`config.mk`:
```
export PLATFORM = sky130hd
export DESIGN_NAME = pfpu_addrgen
export DESIGN_NICKNAME = d
export VERILOG_FILES = /design/src/rtl/pfpu_addrgen.sv
export SDC_FILE = /design/constraint.sdc
export NUM_CORES = 1
export LEC_CHECK = 0
export CAP_MARGIN = 10
export CORE_ASPECT_RATIO = 2
export CORE_MARGIN = 2
export CORE_UTILIZATION = 40
export DETAILED_ROUTE_END_ITERATION = 10
export GPL_TIMING_DRIVEN = 0
export PLACE_DENSITY_LB_ADDON = 0.15
export SLEW_MARGIN = 5
export SYNTH_ARGS = -nofsm -noshare
export SYNTH_HDL_FRONTEND = slang
export SYNTH_SLANG_ARGS = --single-unit
```
`constraint.sdc`:
```
create_clock -name sys_clk -period 3.2 [get_ports sys_clk]
set_clock_uncertainty 0.1 [all_clocks]
set_input_delay 0.64 -clock sys_clk [delete_from_list [all_inputs] [get_ports sys_clk]]
set_output_delay 0.64 -clock sys_clk [all_outputs]
set_load 0.1 [all_outputs]
```
`src/rtl/pfpu_addrgen.sv`:
```
// pfpu_addrgen: walks the hx*vy vertex mesh, offering each vertex (x, y and
// its result DMA address) to the PFPU datapath over a valid/ready handshake.
//
// Ports:
//   sys_clk, sys_rst_n                   clock, async active-low reset
//   start, dma_base, hmesh_last,
//   vmesh_last                           run request and mesh configuration
//   busy                                 run in progress
//   a_valid, a_ready, a_x, a_y, a_adr    vertex handshake to the datapath
//   vnext                                pulse per accepted vertex
//   retire                               pulse per result written by DMA
//   err_stray                            pulse on a retire with nothing in flight
module pfpu_addrgen #(
    parameter int MAX_INFLIGHT = 16,
    parameter int IW           = $clog2(MAX_INFLIGHT + 1)
) (
    input  logic        sys_clk,
    input  logic        sys_rst_n,
    input  logic        start,
    input  logic [28:0] dma_base,
    input  logic [6:0]  hmesh_last,
    input  logic [6:0]  vmesh_last,
    output logic        busy,
    output logic        a_valid,
    input  logic        a_ready,
    output logic [6:0]  a_x,
    output logic [6:0]  a_y,
    output logic [28:0] a_adr,
    output logic        vnext,
    input  logic        retire,
    output logic        err_stray
);

    typedef enum logic [1:0] {
        IDLE,
        ISSUE,
        DRAIN
    } state_t;

    state_t        state_q;
    logic [28:0]   base_q;
    logic [6:0]    hx_q;
    logic [6:0]    vy_q;
    logic [IW-1:0] inflight_q;

    logic          accept;
    logic          last;
    logic          stray;
    logic          none_inflight;
    logic [6:0]    nx;
    logic [6:0]    ny;

    // Cap is checked against the registered count, so a retire only
    // re-opens the handshake one cycle later.
    assign a_valid       = (state_q == ISSUE) &&
                           (inflight_q != IW'(MAX_INFLIGHT));
    assign accept        = a_valid & a_ready;
    assign busy          = (state_q != IDLE);
    assign last          = (a_x == hx_q) && (a_y == vy_q);
    assign none_inflight = (inflight_q == '0);
    // A retire that coincides with an accept pairs with that vertex.
    assign stray         = retire & ~accept & none_inflight;

    always_comb begin
        nx = '0;
        ny = a_y;
        if (a_x != hx_q) begin
            nx = a_x + 7'd1;
        end else begin
            ny = a_y + 7'd1;
        end
    end

    always_ff @(posedge sys_clk or negedge sys_rst_n) begin
        if (!sys_rst_n) begin
            state_q    <= IDLE;
            base_q     <= '0;
            hx_q       <= '0;
            vy_q       <= '0;
            inflight_q <= '0;
            a_x        <= '0;
            a_y        <= '0;
            a_adr      <= '0;
            vnext      <= 1'b0;
            err_stray  <= 1'b0;
        end else begin
            vnext     <= accept;
            err_stray <= stray;

            if (accept && !retire) begin
                inflight_q <= inflight_q + IW'(1);
            end else if (!accept && retire && !none_inflight) begin
                inflight_q <= inflight_q - IW'(1);
            end

            unique case (state_q)
                IDLE: begin
                    if (start) begin
                        base_q  <= dma_base;
                        hx_q    <= hmesh_last;
                        vy_q    <= vmesh_last;
                        a_x     <= '0;
                        a_y     <= '0;
                        a_adr   <= dma_base;
                        state_q <= ISSUE;
                    end
                end
                ISSUE: begin
                    if (accept) begin
                        // The last vertex leaves x/y parked so y never
                        // steps past vmesh_last.
                        if (last) begin
                            state_q <= DRAIN;
                        end else begin
                            a_x   <= nx;
                            a_y   <= ny;
                            a_adr <= base_q + {15'd0, ny, nx};
                        end
                    end
                end
                DRAIN: begin
                    if (none_inflight) begin
                        state_q <= IDLE;
                    end
                end
                default: begin
                    state_q <= IDLE;
                end
            endcase
        end
    end

endmodule

```
# Yosys cells after proc, flatten, opt, wreduce, memory -nomap -nowiden
# Index checks and enable logic that the tools add are counted.
dict set report word_totals {
  reg_bits 95
  out_inout_bits 47
}
dict set report classes {
  add_sub_neg 5
  eq_ne 11
  mux 20
  bitwise_logic 4
  reduce_logical 16
}
# cell n
set ops {}
lappend ops {{2-to-1 mux 29 bit} 3}
lappend ops {{case mux 29 bit (2 select lines)} 1}
lappend ops {{2-to-1 mux 7 bit} 7}
lappend ops {{adder 29 x 14 -> 29 bit} 1}
lappend ops {{case mux 7 bit (2 select lines)} 2}
lappend ops {{adder 7 x 1 -> 7 bit, second input constant} 2}
lappend ops {{equality test 7 bit} 2}
lappend ops {{2-to-1 mux 5 bit} 2}
lappend ops {{!= test 2 bit, second input constant} 5}
lappend ops {{2-to-1 mux 2 bit} 4}
lappend ops {{AND reduction 4 bit} 2}
lappend ops {{!= test 7 bit} 1}
lappend ops {{case mux 2 bit (3 select lines)} 1}
lappend ops {{nonzero test 2 bit} 3}
lappend ops {{adder 5 x 1 -> 5 bit, second input constant} 1}
lappend ops {{logical AND 1 bit} 5}
lappend ops {{zero test 5 bit} 1}
lappend ops {{!= test 5 bit, second input constant} 1}
lappend ops {{subtractor 5 x 1 -> 5 bit, second input constant} 1}
lappend ops {{bitwise AND 1 bit} 3}
lappend ops {{zero test 1 bit} 3}
lappend ops {{equality test 2 x 1 -> 1 bit, second input constant} 1}
lappend ops {{equality test 2 bit, second input constant} 1}
lappend ops {{zero test 2 bit} 1}
lappend ops {{other kinds (2)} 2}

# Logic depth before layout (Yosys ltp)
dict set report depth {
  depth_word 8
  ltp_mapped 16
  ltp_nobuf 14
}

# Worst setup path before layout
# Ideal clock, no wire load.
dict set report synth_path {
  kind {reg2reg}
  from {reg a_x[0]}
  to {reg a_adr[28]}
  setup_ps 77
  arrival_ps 3798
  t_required_ps 3023
  slack_ps -775
  path_stages_with_launch 16
  path_buffers 3
  path_cell_list {dfrtp_1 xnor2_1 nand4_1 nor2_1 clkbuf_1 nand4_1 xnor2_1 ha_1 buf_2 nand4_1 nor3_1 a221o_1 buf_2 nor2_1 o41a_1 o21ai_1}
}
dict set report synth_via {
  elab_chain_len 6
}
# element line_no
set synth_rtl {}
lappend synth_rtl {{start: declaration} 26} ;# output logic [6:0] a_x,
lappend synth_rtl {{start signal: assignment} 115} ;# a_x <= nx;
lappend synth_rtl {{adder 7 x 1 -> 7 bit / != test 7 bit (equally long branches)} {68, 67}}
lappend synth_rtl {{2-to-1 mux 7 bit} 67} ;# if (a_x != hx_q) begin
lappend synth_rtl {{adder 29 x 14 -> 29 bit} 117} ;# a_adr <= base_q + {15'd0, ny, nx};
lappend synth_rtl {{2-to-1 mux 29 bit} 112} ;# if (last) begin
lappend synth_rtl {{2-to-1 mux 29 bit} 109} ;# if (accept) begin
lappend synth_rtl {{case mux 29 bit (2 select lines)} 96} ;# unique case (state_q)
lappend synth_rtl {{end signal: assignment} 104} ;# a_adr <= dma_base;
lappend synth_rtl {{end signal: assignment} 117}
lappend synth_rtl {{end: declaration} 28} ;# output logic [28:0] a_adr,
# Several ways; a longest one is shown, not always the timed one. The select of a mux whose other input is x is not followed.
# A chain may end at the register's enable or synchronous reset.

# Worst setup path after layout
dict set report layout_path {
  from {reg a_x[2]}
  to {reg a_adr[25]}
}
# The elaborated chain is that of the path after synthesis.

==> results.yml <==
sta:
  hold_slack_ns: 0.131
  setup_viol: 12
  worstMarginPinSlew_ns: 1.21
  slew_headroom_pct: 19.0
  finalWorstSetupSlack_ns: -0.164
  fmax_mhz: 297
  drv_slew: 0
  rsz0062_at_grt: "true"
  finalHoldViolCount: 0
  finalCritPeriodShare_pct: 105
  min_period_ns: 3.36
cells_and_area:
  seq_area_sq_mm: 0.00241
  antenna_cells: 0
  multi_input_comb_area_sq_mm: 0.00327
  nets: 834
  post_route_cells_drive_above_1_share_pct: 17.5
  final_design_area_no_fill_sq_mm: 0.00756
  finalNonFillerCells: 925
  nFillCells: 1271
  syn_to_final_growth_pct: 39.0
  mostFrequentLayoutCells: "nand2_1, clkdlybuf4s50_1, dfrtp_1, nor2_1, a21oi_1"
  final_common_cell: "nand2_1"
placed_design:
  detailedPlace.worstSlack_ns: -0.574
  placed_cells: 887
  io_buffers: 94
  hpwl_um: 12800
  gp_congestion: 0.892
  placed_cell_area_sq_mm: 0.00669
power:
  swShare_pct: 52.4
  peakVddDrop_mv: 0.736
  intPower_mw: 3.92
  p_per_area_mw_per_mm2: 1090
  total_power_mw: 8.24
  power.switching_mw: 4.32
  share_comb_of_total_power_pct: 59.7
  leakagePower_nw: 3.34
  power_frac_seq_pct: 26.6
  p_clk_share_pct: 13.7
clock_tree:
  cts_root_buffer: "clkbuf_16"
  cts_tree: "done"
  clockBufferDepth: 2
  numClockSinks: 95
  clk_latency_ns: 0.35
  cts_buffers: 9
  postCtsHoldBufs: 0
  clk_pin_slew_ns: 0.07
  htree_levels: 3
outcome:
  violations: "setup timing"
  status: "finished, violations left"
synthesis:
  ys_warn_count: 0
  synthFlopType: "dfrtp_1"
  synth_async_sr_flop_share_pct: 100
  avgSynthCellArea_sq_um: 8.54
  ys_seq_area_share_pct: 43.7
  syn_nets: 706
  ys_seq_elements: 95
  syn_area_sq_mm: 0.00544
  synth_top_area_share_pct: 43.7
  synth_top_cell_by_area: "dfrtp_1"
  synth.distinct_cells: 54
  ys_top_cells_by_area: "dfrtp_1, nand2_1, xnor2_1, ha_1, o21ai_0"
  synthCells: 637
  synth_edf_count: 0
setup_path:
  crit_slowest_cell: "dfrtp_4"
  startpoint_type: "flip-flop"
  cp_max_fo: 7
  crit_path_cell_trace: "xnor2_2 > nand4_1 > nor2_4 > nand4_1 > or2_4 > xnor2_4 > ha_4 > and4_4 > nand4_1 > nand2b_4 > o211a_4 > nor3_4 > xnor2_1 > a21oi_1"
  crit_arrival_ns: 3.47
  cp.required_ns: 3.31
  cpPeakStageDelay_ns: 0.50
  cp_common_cell: "nand4_1"
  crit_buf_inv: 0
  path_delay_family: "simple AND/OR/NAND/NOR gates"
  rr_startpoint: "a_x[2]$_DFFE_PN0P_"
  critical_path_class: "reg -> reg"
  cp-end-kind: "flip-flop"
  startpoint: "a_x[2]$_DFFE_PN0P_"
routing:
  wire_per_inst_um: 18.8
  drc_errors: 0
  wl_um: 17400
  drt_pass1_iterations: 4
  via_per_inst: 5.46
  drtIter0Drc: 222
  vias: 5051
  final_antenna_net_count: 0
grt:
  first_global_vias: 5232
  grt_start_max_net_pins: 65
  track_usage_pct: 24.6
  antenna_found_initial: 0
  grt_pass1_wl_um: 27700
  grt_overflow_total: 0
floorplan:
  num_rows: 60
  ioPinCount: 95
  fp.dieArea_sq_mm: 0.0146
  fp.dieW_um: 86.5
  die_h_um: 169
  start_util_pct: 40.7
  core-area_sq_mm: 0.0134
flow_run:
  cap_violations: 0
worst_hold_path:
  hold_path.class: "in -> async"
-- final cells by class --
cell class	count	area share [%]
clock buffer	9	2.98
tap	155	2.57
inverter	13	0.645
multi-input combinational	499	43.3
buffer	28	2.27
clock inverter	7	1.03
timing repair buffer	119	15.4
sequential	95	31.9
-- power by group through the flow --
| stage | Sequential [mW] | Clock [mW] | Combinational [mW] |
|---|---|---|---|
| after detailed placement | 2.19 | 0 | 4.56 |
| final | 2.19 | 1.13 | 4.92 |
| after floorplan | 3.54 | 0 | 1.95 |
| after CTS | 2.18 | 1.15 | 4.85 |
| after global placement | 2.18 | 0 | 4.48 |
| after global routing | 2.25 | 1.19 | 5.26 |
-- worst paths after layout --
check,depth (start not counted),endpoint,slack (ns)
max reg2reg,14,a_adr[25]$_DFFE_PN0P_,-0.16
min reg2reg,2,a_adr[5]$_DFFE_PN0P_,0.38
max,14,a_adr[25]$_DFFE_PN0P_,-0.16
min in group sys_clk,2,a_adr[5]$_DFFE_PN0P_,0.38
min,1,a_adr[22]$_DFFE_PN0P_,0.13
max in group asynchronous,2,a_x[1]$_DFFE_PN0P_,2.14
-- worst register-to-register path, cell delays in order, from the launching register on --
cell	delay (ns)
dfrtp_4	0.50
xnor2_2	0.16
nand4_1	0.21
nor2_4	0.19
nand4_1	0.14
or2_4	0.31
xnor2_4	0.14
ha_4	0.34
and4_4	0.23
nand4_1	0.16
nand2b_4	0.20
o211a_4	0.20
nor3_4	0.14
xnor2_1	0.14
a21oi_1	0.08
-- sequential cells by signal, indices dropped and copies added, names as in the netlist --
register / cells
err_stray: 1
base_q: 29
a_adr: 29
hx_q: 7
vnext: 1
vy_q: 7
inflight_q: 5
state_q: 2
a_y: 7
a_x: 7
-- what timing repair did --
item | CTS | global route
gates resized for setup | 73 | 12
endpoints found under the setup margin | 23 | 23
pin swaps | 26 | 6
buffers inserted | 23 | 1
-- Yosys cell counts, types with 2 or more instances --
| cell | number |
|---|---|
| o22ai_1 | 13 |
| ha_1 | 19 |
| and2_1 | 4 |
| buf_2 | 8 |
| a211o_1 | 2 |
| mux2_2 | 3 |
| or3_1 | 3 |
| a21o_1 | 5 |
| buf_6 | 4 |
| fa_1 | 2 |
| and4_1 | 5 |
| nand2_1 | 187 |
| nand3_1 | 12 |
| a21oi_1 | 38 |
| dfrtp_1 | 95 |
| a22o_1 | 7 |
| a31oi_1 | 6 |
| xor2_1 | 21 |
| nor3_1 | 10 |
| o211ai_1 | 2 |
| clkbuf_1 | 18 |
| o31ai_1 | 3 |
| nor4_1 | 3 |
| o221ai_1 | 2 |
| xnor2_1 | 30 |
| o21ai_2 | 2 |
| nor2_1 | 37 |
| mux2i_1 | 4 |
| nor2b_1 | 2 |
| nand4_1 | 10 |
| o21a_1 | 2 |
| o21ai_0 | 39 |
| and3_1 | 3 |
| nand2b_1 | 6 |
| inv_1 | 11 |
-- per-stage QoR --
stage | setup TNS [ns] | utilization, %
2_1_floorplan | -1.20 | -
3_3_place_gp | -225.43 | 49.9
3_5_place_dp | -8.71 | 50.1
4_1_cts | -0.790 | 56.2
5_1_grt | -4.64 | 56.6
6_report | -1.07 | 56.6
-- per-layer routing --
layer / vias up / global-route usage, % / share of wire (%)
li1: 2437 / - / -
met1: 2462 / 27.5 / 39
met2: 119 / 45.8 / 55
met3: 33 / 2.73 / 2.5
met4: 0 / 10.1 / 3.6
met5: - / 0 / 0
-- cell families (layout without fill, tap and decap cells) --
kind of cell | after synthesis | count (layout) | share of synthesized area, %
buffers and inverters | 43 | 176 | 3.70
muxes | 7 | 7 | 1.36
and+or+nand+nor | 286 | 286 | 22.5
AOI/OAI and AO/OA | 134 | 134 | 15.4
xor gates and xnor gates | 51 | 51 | 8.21
DFF | 95 | 95 | 43.7
adders and majority gates | 21 | 21 | 5.11
No activity file was read; power rests on OpenSTA's default activity.
